==> src/rtl/arp_pkg.sv <==
// Shared ARP/Ethernet constants, receiver FSM encoding and the fixed-field table
// used by the ARP receive and transmit paths.
package arp_pkg;

    localparam logic [15:0] ETH_TYPE_ARP  = 16'h0806;
    localparam logic [15:0] ARP_HTYPE_ETH = 16'h0001;
    localparam logic [15:0] ARP_PTYPE_IP  = 16'h0800;
    localparam logic [15:0] ARP_OP_REQ    = 16'd1;
    localparam logic [15:0] ARP_OP_REPLY  = 16'd2;

    localparam logic [31:0] CRC_POLY_REFL = 32'hEDB88320;
    localparam logic [31:0] CRC_RESIDUE   = 32'hDEBB20E3;

    localparam logic [6:0]  MIN_FRAME_LEN = 7'd64;
    localparam logic [6:0]  LEN_SAT       = 7'd127;

    typedef enum logic [2:0] {
        ST_IDLE,
        ST_PRE,
        ST_HDR,
        ST_ARP,
        ST_TAIL,
        ST_COMMIT,
        ST_DROP
    } arp_state_e;

    typedef struct packed {
        logic       check;
        logic [7:0] value;
    } fixed_byte_t;

    // Bytes whose value is fully fixed for an Ethernet/IPv4 ARP frame, by offset from dst MAC.
    function automatic fixed_byte_t fixed_byte(input logic [6:0] off);
        fixed_byte_t fb;
        fb.check = 1'b1;
        fb.value = '0;
        case (off)
            7'd12:   fb.value = ETH_TYPE_ARP[15:8];
            7'd13:   fb.value = ETH_TYPE_ARP[7:0];
            7'd14:   fb.value = ARP_HTYPE_ETH[15:8];
            7'd15:   fb.value = ARP_HTYPE_ETH[7:0];
            7'd16:   fb.value = ARP_PTYPE_IP[15:8];
            7'd17:   fb.value = ARP_PTYPE_IP[7:0];
            7'd18:   fb.value = 8'd6;
            7'd19:   fb.value = 8'd4;
            7'd20:   fb.value = ARP_OP_REQ[15:8];
            default: fb.check = 1'b0;
        endcase
        return fb;
    endfunction

endpackage

==> src/rtl/crc32_d8.sv <==
// Combinational reflected CRC-32 update for one byte, LSB first.
module crc32_d8
    import arp_pkg::*;
(
    input  logic [31:0] crc,
    input  logic [7:0]  data,
    output logic [31:0] crc_next
);

    // NOTE: blocking assignments here are intentional; each bit step feeds the next
    // within the same evaluation, which is exactly what combinational logic needs.
    always_comb begin
        crc_next = crc;
        for (int i = 0; i < 8; i++) begin
            crc_next = (crc_next >> 1) ^ ((crc_next[0] ^ data[i]) ? CRC_POLY_REFL : 32'h0);
        end
    end

endmodule

==> src/rtl/arp_rx_cache.sv <==
// ARP receiver: parses GMII byte frames, validates format and CRC, reports requests
// and learns peer IP->MAC bindings into a small FIFO-replaced cache with a lookup port.
module arp_rx_cache
    import arp_pkg::*;
#(
    parameter int DEPTH        = 4,
    parameter int LEARN_REQ    = 1,
    parameter int ACCEPT_BCAST = 1
) (
    input  logic        clk,
    input  logic        rst_n,
    input  logic        rx_valid,
    input  logic [7:0]  rx_data,
    input  logic [47:0] local_mac,
    input  logic [31:0] local_ip,
    input  logic        lookup_req,
    input  logic [31:0] lookup_ip,
    output logic        lookup_done,
    output logic        lookup_hit,
    output logic [47:0] lookup_mac,
    output logic        arp_req_valid,
    output logic [47:0] peer_mac,
    output logic [31:0] peer_ip,
    output logic        rx_done,
    output logic        rx_err
);

    localparam int PW = $clog2(DEPTH);

    arp_state_e  state, state_next;
    logic [6:0]  cnt;
    logic [31:0] crc, crc_next;
    logic        mac_local_ok, mac_bc_ok, op_req;
    logic [47:0] smac;
    logic [31:0] sip;
    logic [23:0] tip;

    fixed_byte_t fb;
    logic [7:0]  mac_byte;
    logic        local_match, bc_match, byte_bad, frame_ok, learn_ok;
    logic        done_set, err_set, wr_en, start_byte;

    crc32_d8 u_crc (.crc(crc), .data(rx_data), .crc_next(crc_next));

    assign start_byte = rx_valid && (rx_data == 8'h55);
    assign frame_ok   = (cnt >= MIN_FRAME_LEN) && (crc == CRC_RESIDUE);
    assign learn_ok   = (!op_req || (LEARN_REQ != 0)) && (sip != '0);

    // A byte is bad if it breaks dst MAC, a fixed field, the opcode or the target IP.
    always_comb begin
        fb       = fixed_byte(cnt);
        mac_byte = '0;
        for (int i = 0; i < 6; i++) begin
            if (cnt == 7'(i)) mac_byte = local_mac[8*(5-i) +: 8];
        end
        local_match = mac_local_ok && (rx_data == mac_byte);
        bc_match    = (ACCEPT_BCAST != 0) && mac_bc_ok && (rx_data == 8'hFF);
        byte_bad    = 1'b0;
        if (cnt < 7'd6)
            byte_bad = !(local_match || bc_match);
        else if (fb.check)
            byte_bad = (rx_data != fb.value);
        else if (cnt == 7'd21)
            byte_bad = (rx_data != ARP_OP_REQ[7:0]) && (rx_data != ARP_OP_REPLY[7:0]);
        else if (cnt == 7'd41)
            byte_bad = ({tip, rx_data} != local_ip);
    end

    // NOTE: every signal gets a default before the case so no path leaves one unassigned,
    // which would otherwise infer a latch.
    always_comb begin
        state_next = state;
        done_set   = 1'b0;
        err_set    = 1'b0;
        wr_en      = 1'b0;
        case (state)
            ST_IDLE: if (start_byte) state_next = ST_PRE;
            ST_PRE: begin
                if (!rx_valid) begin
                    err_set    = 1'b1;
                    state_next = ST_IDLE;
                end else if (rx_data == 8'hD5)
                    state_next = ST_HDR;
                else if (rx_data != 8'h55 || cnt == 7'd7)
                    state_next = ST_DROP;
            end
            ST_HDR, ST_ARP: begin
                if (!rx_valid) begin
                    err_set    = 1'b1;
                    state_next = ST_IDLE;
                end else if (byte_bad)
                    state_next = ST_DROP;
                else if (cnt == 7'd13)
                    state_next = ST_ARP;
                else if (cnt == 7'd41)
                    state_next = ST_TAIL;
            end
            ST_TAIL: if (!rx_valid) state_next = ST_COMMIT;
            ST_COMMIT: begin
                done_set   = frame_ok;
                err_set    = !frame_ok;
                wr_en      = frame_ok && learn_ok;
                // The idle gap before a back-to-back frame is spent in TAIL, so its first
                // preamble byte can already arrive here.
                state_next = start_byte ? ST_PRE : ST_IDLE;
            end
            ST_DROP: begin
                if (!rx_valid) begin
                    err_set    = 1'b1;
                    state_next = ST_IDLE;
                end
            end
            default: state_next = ST_IDLE;
        endcase
    end

    // NOTE: sequential state uses non-blocking assignments so all flops update together.
    always_ff @(posedge clk or negedge rst_n) begin
        if (!rst_n) state <= ST_IDLE;
        else        state <= state_next;
    end

    always_ff @(posedge clk or negedge rst_n) begin
        if (!rst_n) begin
            cnt          <= '0;
            crc          <= '1;
            mac_local_ok <= 1'b0;
            mac_bc_ok    <= 1'b0;
            op_req       <= 1'b0;
            smac         <= '0;
            sip          <= '0;
            tip          <= '0;
        end else begin
            case (state)
                ST_IDLE, ST_COMMIT: if (start_byte) cnt <= 7'd1;
                ST_PRE: begin
                    if (rx_valid && rx_data == 8'hD5) begin
                        cnt          <= '0;
                        crc          <= '1;
                        mac_local_ok <= 1'b1;
                        mac_bc_ok    <= 1'b1;
                    end else if (rx_valid) begin
                        cnt <= cnt + 7'd1;
                    end
                end
                ST_HDR, ST_ARP, ST_TAIL: begin
                    if (rx_valid) begin
                        crc <= crc_next;
                        if (cnt != LEN_SAT) cnt <= cnt + 7'd1;
                        if (cnt < 7'd6) begin
                            mac_local_ok <= local_match;
                            mac_bc_ok    <= bc_match;
                        end
                        if (cnt == 7'd21) op_req <= (rx_data == ARP_OP_REQ[7:0]);
                        if (cnt >= 7'd22 && cnt <= 7'd27) smac <= {smac[39:0], rx_data};
                        if (cnt >= 7'd28 && cnt <= 7'd31) sip <= {sip[23:0], rx_data};
                        if (cnt >= 7'd38 && cnt <= 7'd40) tip <= {tip[15:0], rx_data};
                    end
                end
                default: ;
            endcase
        end
    end

    logic [DEPTH-1:0] ent_valid;
    logic [31:0]      ent_ip  [DEPTH];
    logic [47:0]      ent_mac [DEPTH];
    logic [PW-1:0]    ptr, sip_idx, wr_idx;
    logic             sip_hit, lk_hit;
    logic [47:0]      lk_mac;

    // Entries are unique by IP, so at most one compare fires for each search.
    always_comb begin
        sip_hit = 1'b0;
        sip_idx = '0;
        lk_hit  = 1'b0;
        lk_mac  = '0;
        for (int i = 0; i < DEPTH; i++) begin
            if (ent_valid[i] && ent_ip[i] == sip) begin
                sip_hit = 1'b1;
                sip_idx = PW'(i);
            end
            if (ent_valid[i] && ent_ip[i] == lookup_ip) begin
                lk_hit = 1'b1;
                lk_mac = ent_mac[i];
            end
        end
    end

    assign wr_idx = sip_hit ? sip_idx : ptr;

    always_ff @(posedge clk or negedge rst_n) begin
        if (!rst_n) begin
            ent_valid <= '0;
            ptr       <= '0;
        end else if (wr_en) begin
            ent_valid[wr_idx] <= 1'b1;
            if (!sip_hit) ptr <= ptr + 1'b1;
        end
    end

    // NOTE: the IP/MAC storage has no reset; the valid bits alone gate every use of it.
    always_ff @(posedge clk) begin
        if (wr_en) begin
            ent_ip[wr_idx]  <= sip;
            ent_mac[wr_idx] <= smac;
        end
    end

    always_ff @(posedge clk or negedge rst_n) begin
        if (!rst_n) begin
            rx_done       <= 1'b0;
            rx_err        <= 1'b0;
            arp_req_valid <= 1'b0;
            peer_mac      <= '0;
            peer_ip       <= '0;
            lookup_done   <= 1'b0;
            lookup_hit    <= 1'b0;
            lookup_mac    <= '0;
        end else begin
            rx_done       <= done_set;
            rx_err        <= err_set;
            arp_req_valid <= done_set && op_req;
            if (done_set) begin
                peer_mac <= smac;
                peer_ip  <= sip;
            end
            lookup_done <= lookup_req;
            lookup_hit  <= lookup_req && lk_hit;
            lookup_mac  <= (lookup_req && lk_hit) ? lk_mac : '0;
        end
    end

endmodule
==> config.mk <==
export PLATFORM = sky130hd
export DESIGN_NAME = arp_rx_cache
export DESIGN_NICKNAME = d
export VERILOG_FILES = /design/src/rtl/arp_pkg.sv /design/src/rtl/crc32_d8.sv /design/src/rtl/arp_rx_cache.sv
export SDC_FILE = /design/constraint.sdc
export NUM_CORES = 1
export LEC_CHECK = 0
export BUFFER_PORTS_ARGS = -buffer_cell sky130_fd_sc_hd__buf_4
export CAP_MARGIN = 20
export CORE_MARGIN = 4
export CORE_UTILIZATION = 50
export CTS_BUF_LIST = sky130_fd_sc_hd__clkbuf_4 sky130_fd_sc_hd__clkbuf_8
export DETAILED_ROUTE_END_ITERATION = 8
export PLACE_DENSITY = 0.69
export SLEW_MARGIN = 20
export SYNTH_ARGS = -nofsm -noshare
export SYNTH_HDL_FRONTEND = slang
export SYNTH_SLANG_ARGS = --single-unit
==> constraint.sdc <==
create_clock -name clk -period 9.1 [get_ports clk]
set_input_delay 1.82 -clock clk [delete_from_list [all_inputs] [get_ports clk]]
set_output_delay 1.82 -clock clk [all_outputs]
set_load 0.005 [all_outputs]
==> key figures <==
Logic synthesis
  – EDFF count, synth: 320
  – Synth top area share: between 30% and 40%
  – YS warnings: 0
  – Mapped Area: between 20000 and 30000 µm²
  – Register area share after synthesis: a little over 60%
  – Post-synthesis cell type count: a little under 80
  – Synth Instances: about 2000
  – Number of synthesized register bits: 608
  – Top cells by area, synth: edfxtp_1 35%, dfrtp_1 23%, mux2_2 8.7%, xnor2_1 6.8%, xor2_1 4.9%
  – Ys async rst share: 47.4%
  – Synth Flop Type: edfxtp_1
  – Syn Area/Cell: 13.6 µm²
  – Mapped Nets: around 2200
  – Leading area contributor after synthesis: edfxtp_1

Clocking
  – CTS Buf Count: 98
  – H-tree depth: 3
  – Hold buffers post-CTS: 0
  – CTS max path bufs: 3
  – Clk_lat worst skew: 0.68 ns
  – CTS tree: built
  – # Post-CTS Setup Buffers: 0
  – Post_cts resized: 0
  – Clock sink total: roughly 610
  – Clock Root Buffer: clkbuf_8
  – Clock transition at path regs: approximately 0.06 ns

Detailed routing
  – 1st-pass router iterations: 5
  – 1st-iter DRT viols: about 1400
  – Via density: approximately 5.6
  – Post-DRT Antenna Nets: 0
  – Residual DRC count: 0
  – Vias: 17335
  – Post-DR wirelength/cell: between 20 and 25 µm
  – Post-Route WL: roughly 74 mm

Timing
  – Final-report setup violation count: 0
  – Unrepaired setup endpoints after global routing: no
  – Final period util: between 50% and 60%
  – Actual slew at the worst max-slew pin: roughly 1.1 ns
  – Fin Setup TNS: 0 ns
  – Fmax: ~210 MHz
  – Slew Viols, Final: 0
  – Hold Vio Cnt, Final: 0
  – Tmin final: ~4.9 ns
  – Clk_skew: about 0.048 ns
  – Max_slew headroom: between 20% and 30%

Setup path
  – Crit-path max FO: 67
  – Worst setup EP type: flip-flop
  – Crit path cell chain: xor2_1, nor4_1, nand4_1, or3_1, o41a_1, a21oi_1, nand2_1, a21oi_4, buf_4
  – R2r endpoint: ent_mac[1][47]$_DFFE_PP_
  – CP required: about 9.4 ns
  – Reg2reg setup slack: 4.22 ns
  – Reg2reg path depth: 9
  – Arr. time, crit path: 5.16 ns
  – FF-to-FF Start: sip[14]$_DFFE_PN0P_
  – CP startpoint: sip[14]$_DFFE_PN0P_
  – Setup crit start kind: flip-flop
  – Slowest cell on crit path: buf_4
  – Kind of critical path: reg2reg
  – CP peak stage delay: 0.87 ns

Hold path
  – Hold crit path type: reg2reg
  – Worst hold start: sip[19]$_DFFE_PN0P_
  – Hold path endpoint: ent_ip[1][19]$_DFFE_PP_
  – Hold path cells: 0

Cells and area
  – Final Util: approximately 60%
  – N_diodes: 0
  – Most frequent cells in the layout: 320 x edfxtp_1, 279 x buf_4, 256 x dfrtp_1
  – Layout cells sized above 1: between 30 and 40%
  – Area Overhead vs Synth: 17.4%
  – Fillers: 4277
  – Total Nets Final: approximately 2400
  – Commonest non-fill, non-tap cell in the layout: edfxtp_1

Placed design
  – Gpl congestion: roughly 0.94
  – Port buffer count: ~260
  – Post-DP HPWL: roughly 49 mm

Global route
  – Remaining Overflow, GRT: 0
  – Initial antenna violation count: 1
  – Global-route wire length before repair: about 110 mm
  – GRT Util Overall: about a quarter
  – Largest net degree at the start of global routing: roughly 160
  – Vias in the first global route: 18056

Floorplan
  – Core Rows: between 80 and 90
  – Core ar.: 54200 µm²
  – Die H: about 240 µm
  – Ports: 257
  – Initial core utilization: 50.8%
  – Total die area: 58900 µm²
  – Die W: roughly 240 µm

Outcome
  – Status: finished, final reports clean

Pwr
  – Leakage: roughly 0.014 µW
  – Pwr dens: between 200 and 250 nW/µm²
  – Worst VDD drop: roughly 0.15 mV

Job
  – Max cap viols: 0
## metrics by stage
stage	worst slack [ns]	hold WS (ns)	std cells	instance area [µm²]	total power (µW)
after floorplan	2.74	0.446	2031	27600	4220
after global placement	3.83	0.462	2892	30200	4540
after detailed placement	4.09	0.467	2894	30200	4560
after CTS	4.33	0.480	3075	32400	7120
after global routing	4.18	0.499	3075	32400	7400
final	4.22	0.481	3075	32400	7070
## worst max-delay path by stage
stage	cells after the start	end	slack (ns)
after detailed placement	10	lookup_mac[20]$_DFF_PN0_	4.09
after global placement	9	lookup_mac[34]$_DFF_PN0_	3.83
after CTS	10	ent_ip[3][3]$_DFFE_PP_	4.33
after global routing	10	ent_ip[3][8]$_DFFE_PP_	4.18
after floorplan	10	ent_valid[1]$_DFFE_PN0P_	2.74
final	9	ent_mac[1][47]$_DFFE_PP_	4.22
## metal layers
layer	routed length (µm)	global-route usage, %
met1	32600	34.6
met2	34700	39.7
met3	5260	5.56
met4	1710	7.32
met5	13	0
## flip-flops by register name (all words and copies together), names as in the netlist, 3 cells and up
signal	cells
cnt	7
crc	32
ent_ip	128
ent_mac	192
ent_valid	4
lookup_mac	48
peer_ip	32
peer_mac	48
sip	32
smac	48
state	3
tip	24
## worst max-delay path: cells and delay by family, from the launching register on
kind / cells / cell delay, ns
compound gates: 3 / 0.87
xor+xnor: 1 / 0.27
buf+inv: 1 / 0.87
flops: 1 / 0.78
simple gates: 4 / 1.63
## cell families (layout without fill, tap and decap cells)
group / count (synthesis) / after routing / synth area share [%]
simple gates: 400 / 400 / 7.71
compound gates: 143 / 143 / 3.64
mux: 331 / 331 / 13.1
fa+ha+maj: 4 / 4 / 0.182
xor+xnor: 368 / 368 / 11.7
buf+inv: 177 / 525 / 2.54
flops: 608 / 608 / 61.2
## final cells by class
| type | count | area, µm² | share of cell area [%] |
|---|---|---|---|
| Sequential cell | 608 | 16900 | 52.1 |
| Clock buffer | 152 | 1840 | 5.67 |
| Timing Repair Buffer | 283 | 2170 | 6.70 |
| Multi-Input combinational cell | 1246 | 10100 | 31.2 |
| Clock inverter | 29 | 322 | 0.994 |
| Tap cell | 696 | 871 | 2.69 |
| Inverter | 61 | 229 | 0.708 |
## power breakdown
part	total [µW]	switching (µW)	internal, µW
sequential	3180	145	3030
clock	2550	1090	1460
combinational	1340	720	620
total	7070	1950	5120
## synth_stat cells, drive strengths merged (5+ instances only)
library cell,instances
a21oi,24
a31oi,15
and2,5
buf,26
clkbuf,90
dfrtp,256
dfstp,32
edfxtp,320
inv,61
mux2,234
mux2i,97
nand2,92
nand2b,7
nand3,31
nand4,50
nand4b,6
nor2,88
nor2b,10
nor3,23
nor4,50
o21ai,23
o22a,23
o22ai,9
or2,7
or3,5
or4,5
xnor2,215
xor2,153
Power figures use the tool's default switching activity.
